`src/rtl/valve_pkg.sv`:
```
// Shared types and helpers for the valve flow-control blocks.
package valve_pkg;

  localparam int DEF_N_CH     = 4;
  localparam int DEF_DEAD_CYC = 8;
  localparam int MAX_CH       = 64;

  typedef enum logic [1:0] {
    IDLE,
    ACTIVE,
    DEAD
  } valve_state_e;

  function automatic logic [MAX_CH-1:0] valve_onehot(input logic [5:0] idx);
    return MAX_CH'(1) << idx;
  endfunction

endpackage

```
`src/rtl/valve_hold_timer.sv`:
```
// Loadable down-counter; done_o strobes on the last counted cycle.
module valve_hold_timer #(
  parameter int W = 16
) (
  input  logic         clk,
  input  logic         rst_n,
  input  logic         load_i,
  input  logic [W-1:0] load_val_i,
  input  logic         en_i,
  output logic         done_o
);

  logic [W-1:0] cnt_q, cnt_d;

  // A load of zero parks the counter at zero, so it never signals done.
  always_comb begin
    cnt_d = cnt_q;
    if (load_i) begin
      cnt_d = load_val_i;
    end else if (en_i && (cnt_q != '0)) begin
      cnt_d = cnt_q - W'(1);
    end
  end

  always_ff @(posedge clk) begin
    if (!rst_n) begin
      cnt_q <= '0;
    end else begin
      cnt_q <= cnt_d;
    end
  end

  assign done_o = en_i && (cnt_q == W'(1));

endmodule

```
`src/rtl/valve_demux_seq.sv`:
```
// Clocked valve-channel demux with timed hold, preemption and
// break-before-make dead time between channel changes.
module valve_demux_seq
  import valve_pkg::*;
#(
  parameter int N_CH     = DEF_N_CH,
  parameter int SEL_W    = $clog2(N_CH),
  parameter int DUR_W    = 16,
  parameter int DEAD_CYC = DEF_DEAD_CYC
) (
  input  logic             clk,
  input  logic             rst_n,
  input  logic             enable,
  input  logic             in,
  input  logic             req_valid,
  output logic             req_ready,
  input  logic [SEL_W-1:0] req_sel,
  input  logic [DUR_W-1:0] req_dur,
  output logic [N_CH-1:0]  out,
  output logic [SEL_W-1:0] active_ch,
  output logic             busy,
  output logic             err_sel
);

  localparam int             DEAD_W = $clog2(DEAD_CYC + 1);
  localparam logic [SEL_W:0] N_CH_L = (SEL_W + 1)'(N_CH);

  valve_state_e     state_q, state_d;
  logic [SEL_W-1:0] sel_q, sel_d;
  logic             pend_vld_q, pend_vld_d;
  logic [SEL_W-1:0] pend_sel_q, pend_sel_d;
  logic [DUR_W-1:0] pend_dur_q, pend_dur_d;
  logic [N_CH-1:0]  out_q, out_d;
  logic [SEL_W-1:0] ach_q;
  logic             busy_q, busy_d;
  logic             err_q, err_d;

  logic             sel_ok, acc, acc_ok;
  logic             hold_load, hold_done, dead_load, dead_done;
  logic [DUR_W-1:0] hold_val;

  assign sel_ok    = {1'b0, req_sel} < N_CH_L;
  assign req_ready = enable && (state_q != DEAD);
  assign acc       = req_valid && req_ready;
  assign acc_ok    = acc && sel_ok;

  valve_hold_timer #(.W(DUR_W)) u_hold (
    .clk,
    .rst_n,
    .load_i     (hold_load),
    .load_val_i (hold_val),
    .en_i       (state_q == ACTIVE),
    .done_o     (hold_done)
  );

  valve_hold_timer #(.W(DEAD_W)) u_dead (
    .clk,
    .rst_n,
    .load_i     (dead_load),
    .load_val_i (DEAD_W'(DEAD_CYC)),
    .en_i       (state_q == DEAD),
    .done_o     (dead_done)
  );

  // A new request outranks a coinciding hold expiry; a same-channel request
  // simply reloads the hold counter without passing through dead time.
  always_comb begin
    state_d    = state_q;
    sel_d      = sel_q;
    pend_vld_d = pend_vld_q;
    pend_sel_d = pend_sel_q;
    pend_dur_d = pend_dur_q;
    hold_load  = 1'b0;
    hold_val   = req_dur;
    dead_load  = 1'b0;
    err_d      = 1'b0;
    if (!enable) begin
      state_d    = IDLE;
      pend_vld_d = 1'b0;
    end else begin
      err_d = acc && !sel_ok;
      case (state_q)
        IDLE: begin
          if (acc_ok) begin
            state_d   = ACTIVE;
            sel_d     = req_sel;
            hold_load = 1'b1;
          end
        end
        ACTIVE: begin
          if (acc_ok && (req_sel == sel_q)) begin
            hold_load = 1'b1;
          end else if (acc_ok) begin
            pend_vld_d = 1'b1;
            pend_sel_d = req_sel;
            pend_dur_d = req_dur;
            state_d    = DEAD;
            dead_load  = 1'b1;
          end else if (hold_done) begin
            pend_vld_d = 1'b0;
            state_d    = DEAD;
            dead_load  = 1'b1;
          end
        end
        DEAD: begin
          if (dead_done) begin
            if (pend_vld_q) begin
              state_d    = ACTIVE;
              sel_d      = pend_sel_q;
              hold_load  = 1'b1;
              hold_val   = pend_dur_q;
              pend_vld_d = 1'b0;
            end else begin
              state_d = IDLE;
            end
          end
        end
        default: state_d = IDLE;
      endcase
    end
  end

  // Output stage lags the state by one cycle, so busy/active_ch follow suit.
  always_comb begin
    out_d  = '0;
    busy_d = enable && (state_q != IDLE);
    if (enable && (state_q == ACTIVE)) begin
      out_d = N_CH'(valve_onehot(6'(sel_q))) & {N_CH{in}};
    end
  end

  always_ff @(posedge clk) begin
    if (!rst_n) begin
      state_q    <= IDLE;
      sel_q      <= '0;
      pend_vld_q <= 1'b0;
      out_q      <= '0;
      busy_q     <= 1'b0;
      ach_q      <= '0;
      err_q      <= 1'b0;
    end else begin
      state_q    <= state_d;
      sel_q      <= sel_d;
      pend_vld_q <= pend_vld_d;
      out_q      <= out_d;
      busy_q     <= busy_d;
      ach_q      <= sel_q;
      err_q      <= err_d;
    end
  end

  always_ff @(posedge clk) begin
    pend_sel_q <= pend_sel_d;
    pend_dur_q <= pend_dur_d;
  end

  assign out       = out_q;
  assign busy      = busy_q;
  assign active_ch = ach_q;
  assign err_sel   = err_q;

endmodule
```
`config.mk`:
```
export PLATFORM = sky130hd
export DESIGN_NAME = valve_demux_seq
export DESIGN_NICKNAME = d
export VERILOG_FILES = /design/src/rtl/valve_pkg.sv /design/src/rtl/valve_hold_timer.sv /design/src/rtl/valve_demux_seq.sv
export SDC_FILE = /design/constraint.sdc
export NUM_CORES = 1
export LEC_CHECK = 0
export BUFFER_PORTS_ARGS = -buffer_cell sky130_fd_sc_hd__buf_4
export CELL_PAD_IN_SITES_DETAIL_PLACEMENT = 1
export CELL_PAD_IN_SITES_GLOBAL_PLACEMENT = 1
export CORE_MARGIN = 10
export CORE_UTILIZATION = 45
export CTS_CLUSTER_DIAMETER = 50
export DETAILED_ROUTE_END_ITERATION = 6
export PLACE_DENSITY = 0.83
export REMOVE_ABC_BUFFERS = 1
export SYNTH_ARGS = -nofsm -noshare
export SYNTH_HDL_FRONTEND = slang
export SYNTH_HIERARCHICAL = 1
export SYNTH_SLANG_ARGS = --single-unit
```
`constraint.sdc`:
```
create_clock -name clk -period 3.53 [get_ports clk]
set_input_delay 0.1765 -clock clk [delete_from_list [all_inputs] [get_ports clk]]
set_output_delay 0.1765 -clock clk [all_outputs]
set_load 0.05 [all_outputs]
```
==> results.md <==
- Status: completed
- Endpoints failing setup: 0
- P_leak: 1.12 nW
- Remaining antenna violation count: 0
- Layout Utilization: 0.539
- Peak supply drop: 0.176 mV
- Most frequent cells in the layout: dfxtp_1 (32), buf_4 (31), o21ai_0 (18), edfxtp_1 (18), nor2_1 (14)
- Setup Skew: 0.00496 ns
- Die Span Y: 96.7 um
- Final Hold Viols: 0
- Pwr/cell area: 408 nW/um2
- Ys async rst share: 0
- Top FF cell, synth: dfxtp_1
- Crit path max fanout: 16
- Total CTS buffers: 5
- Die area: 9360 um2
- Tot Pwr: 1.23 mW
- First DRT Iteration DRCs: 105
- Post-synth EDFFs: 18
- Initial core utilization: 0.473
- Multi-input logic area: 1370 um2
- Clock root buffer: clkbuf_8
- Crit path to: u_hold/cnt_q[15]
- Sink Count: 50
- WHS: 0.0550 ns
- WP data required: 3.71 ns
- Clk_lat worst skew: 0.30 ns
- Max-Slew Margin vs Limit: 0.466
- CTS tree: done
- Setup Crit Path Kind: flip-flop to flip-flop
- Synthesized flop and latch total: 50
- CP endpoint kind: flip-flop
- Initial antenna violation count: 0
- Synth cell types: 61
- Crit path launch: state_q[1]
- CP startpoint kind: flip-flop
- Slew @ Worst Pin: 0.800 ns
- Routed WL per cell: 17.3 um
- Reg-to-Reg End: u_hold/cnt_q[15]
- FF+latch area: 1180 um2
- Yosys top cell area share: 0.242
- Syn Inst Count: 257
- Via density: 5.77
- Cell accounting for the most synthesized area: dfxtp_1
- H-tree depth: 2
- Vias: 2083
- Area delta synth->final: 14.1%
- Fmax: 332 MHz
- Reg clk slew, reported paths: 0.09 ns
- Slew Limit Fails: 0
- CTS max path bufs: 2
- Layout cells sized above 1: 0.246
- IO buf count: 30
- Post-DP HPWL: 4.47 mm
- Yosys Warn Count: 6
- MaxCap Viol Count: 0
- Post-synthesis sequential area ratio: 0.446
- Core area: 5610 um2
- Dominant cells by area after synthesis: dfxtp_1 (24%), edfxtp_1 (20%), mux2_4 (5.7%)
- First-pass GRT wire length: 10.8 mm
- Fin area: 3020 um2
- Post-Syn Area: 2650 um2
- Filler cells: 649
- Number of setup buffers added after CTS: 0
- Hold buffers post-CTS: 0
- HP Class: input pin to flip-flop
- Total grt overflow: 0
- Vias in the first global route: 2226
- Final TNS setup: 0 ns
- Reg-to-reg slack, setup: 0.52 ns
- Min-Delay Startpoint: req_dur[2]
- Gpl congestion: 0.822
- Gr usage total: 0.133
- Routed wire length: 6.23 mm
- Syn Area/Cell: 10.3 um2
- Reg2reg path depth: 7
- RSZ-0062 raised after global routing: no
- IO Count: 32
- Placed cell area: 2920 um2
- 1st-pass router iterations: 4
- Worst EP arrival: 3.19 ns
- Drt drc: 0
- Nets@finish: 315
- Largest net degree at the start of global routing: 31
- Post-CTS sizing: 0
- Period Utilization, post-route: 0.854
- # diodes: 0
- FF-to-FF Start: state_q[1]
- Crit path time final: 3.01 ns
- Most common cell after layout, fill and taps aside: dfxtp_1
- Std-Cell Rows: 27
- Die Span X: 96.7 um
[area by class of cell]
cell class	instances	share of cell area
timing repair buffer	31	0.0770
clock inverter	2	0.00331
sequential	50	0.391
tap	72	0.0298
inverter	12	0.0149
clock buffer	6	0.0310
multi-input combinational	188	0.453
[worst max-delay path: stages, from the launching register on]
cell and delay (ns):
dfxtp_1 0.59, and2b_1 0.36, nor4bb_1 0.45, nand3_1 0.27, nor2_4 0.57, mux2_2 0.40, o21ai_0 0.18, a31oi_1 0.07
[metrics by stage]
step                cells  setup WS [ns]
finish                361          0.517
global route          361          0.173
CTS                   361          0.504
detailed placement    353          0.510
global placement      353          0.573
floorplan             250          0.896
[cell usage after synthesis (5+ instances only)]
cell       n
clkbuf_1   5
or4_1      8
nand2_1    7
a31oi_1    6
nor3_1     8
edfxtp_1  18
mux2_4    10
dfxtp_1   32
mux2_2     8
o21ai_0   18
nand3_1    8
a21oi_1   13
nor2b_1    5
nor2_1    14
inv_1     11
[sequential cells by signal (all words and copies together), names as in the netlist]
signal        count
state_q           2
pend_dur_q       16
u_dead/cnt_q      4
pend_vld_q        1
u_hold/cnt_q     16
active_ch         2
sel_q             2
pend_sel_q        2
busy              1
out               4
[routing by layer]
layer,global-route usage,vias up,part of all wire
li1,-,1033,-
met1,0.166,1003,0.46
met2,0.223,41,0.49
met3,0.0199,6,0.034
met4,0.0496,0,0.014
met5,0,-,0
[cell families after synthesis]
group,after synthesis,share of synthesized area
flip-flops,50,0.446
AO/OA/AOI/OAI,60,0.149
AND/OR/NAND/NOR,95,0.228
adder cells (fa/ha/maj),4,0.0189
multiplexers,21,0.102
buffers and inverters,22,0.0411
other,2,0.00283
XOR/XNOR,3,0.0128
[worst min path at each step]
stage,endpoint,slack (ns),depth (start not counted)
after global routing,pend_dur_q[6],0.04,1
final,pend_dur_q[2],0.05,1
after floorplan,pend_dur_q[0],0.28,0
after global placement,pend_dur_q[1],0.37,1
after detailed placement,pend_dur_q[2],0.37,1
after CTS,pend_dur_q[2],0.04,1
[power by group]
group	total (mW)	internal, mW	switching [mW]
sequential	0.648	0.621	0.0271
combinational	0.210	0.0916	0.118
clock	0.375	0.181	0.195
total	1.23	0.893	0.340
(Power assumes the default switching activity.)
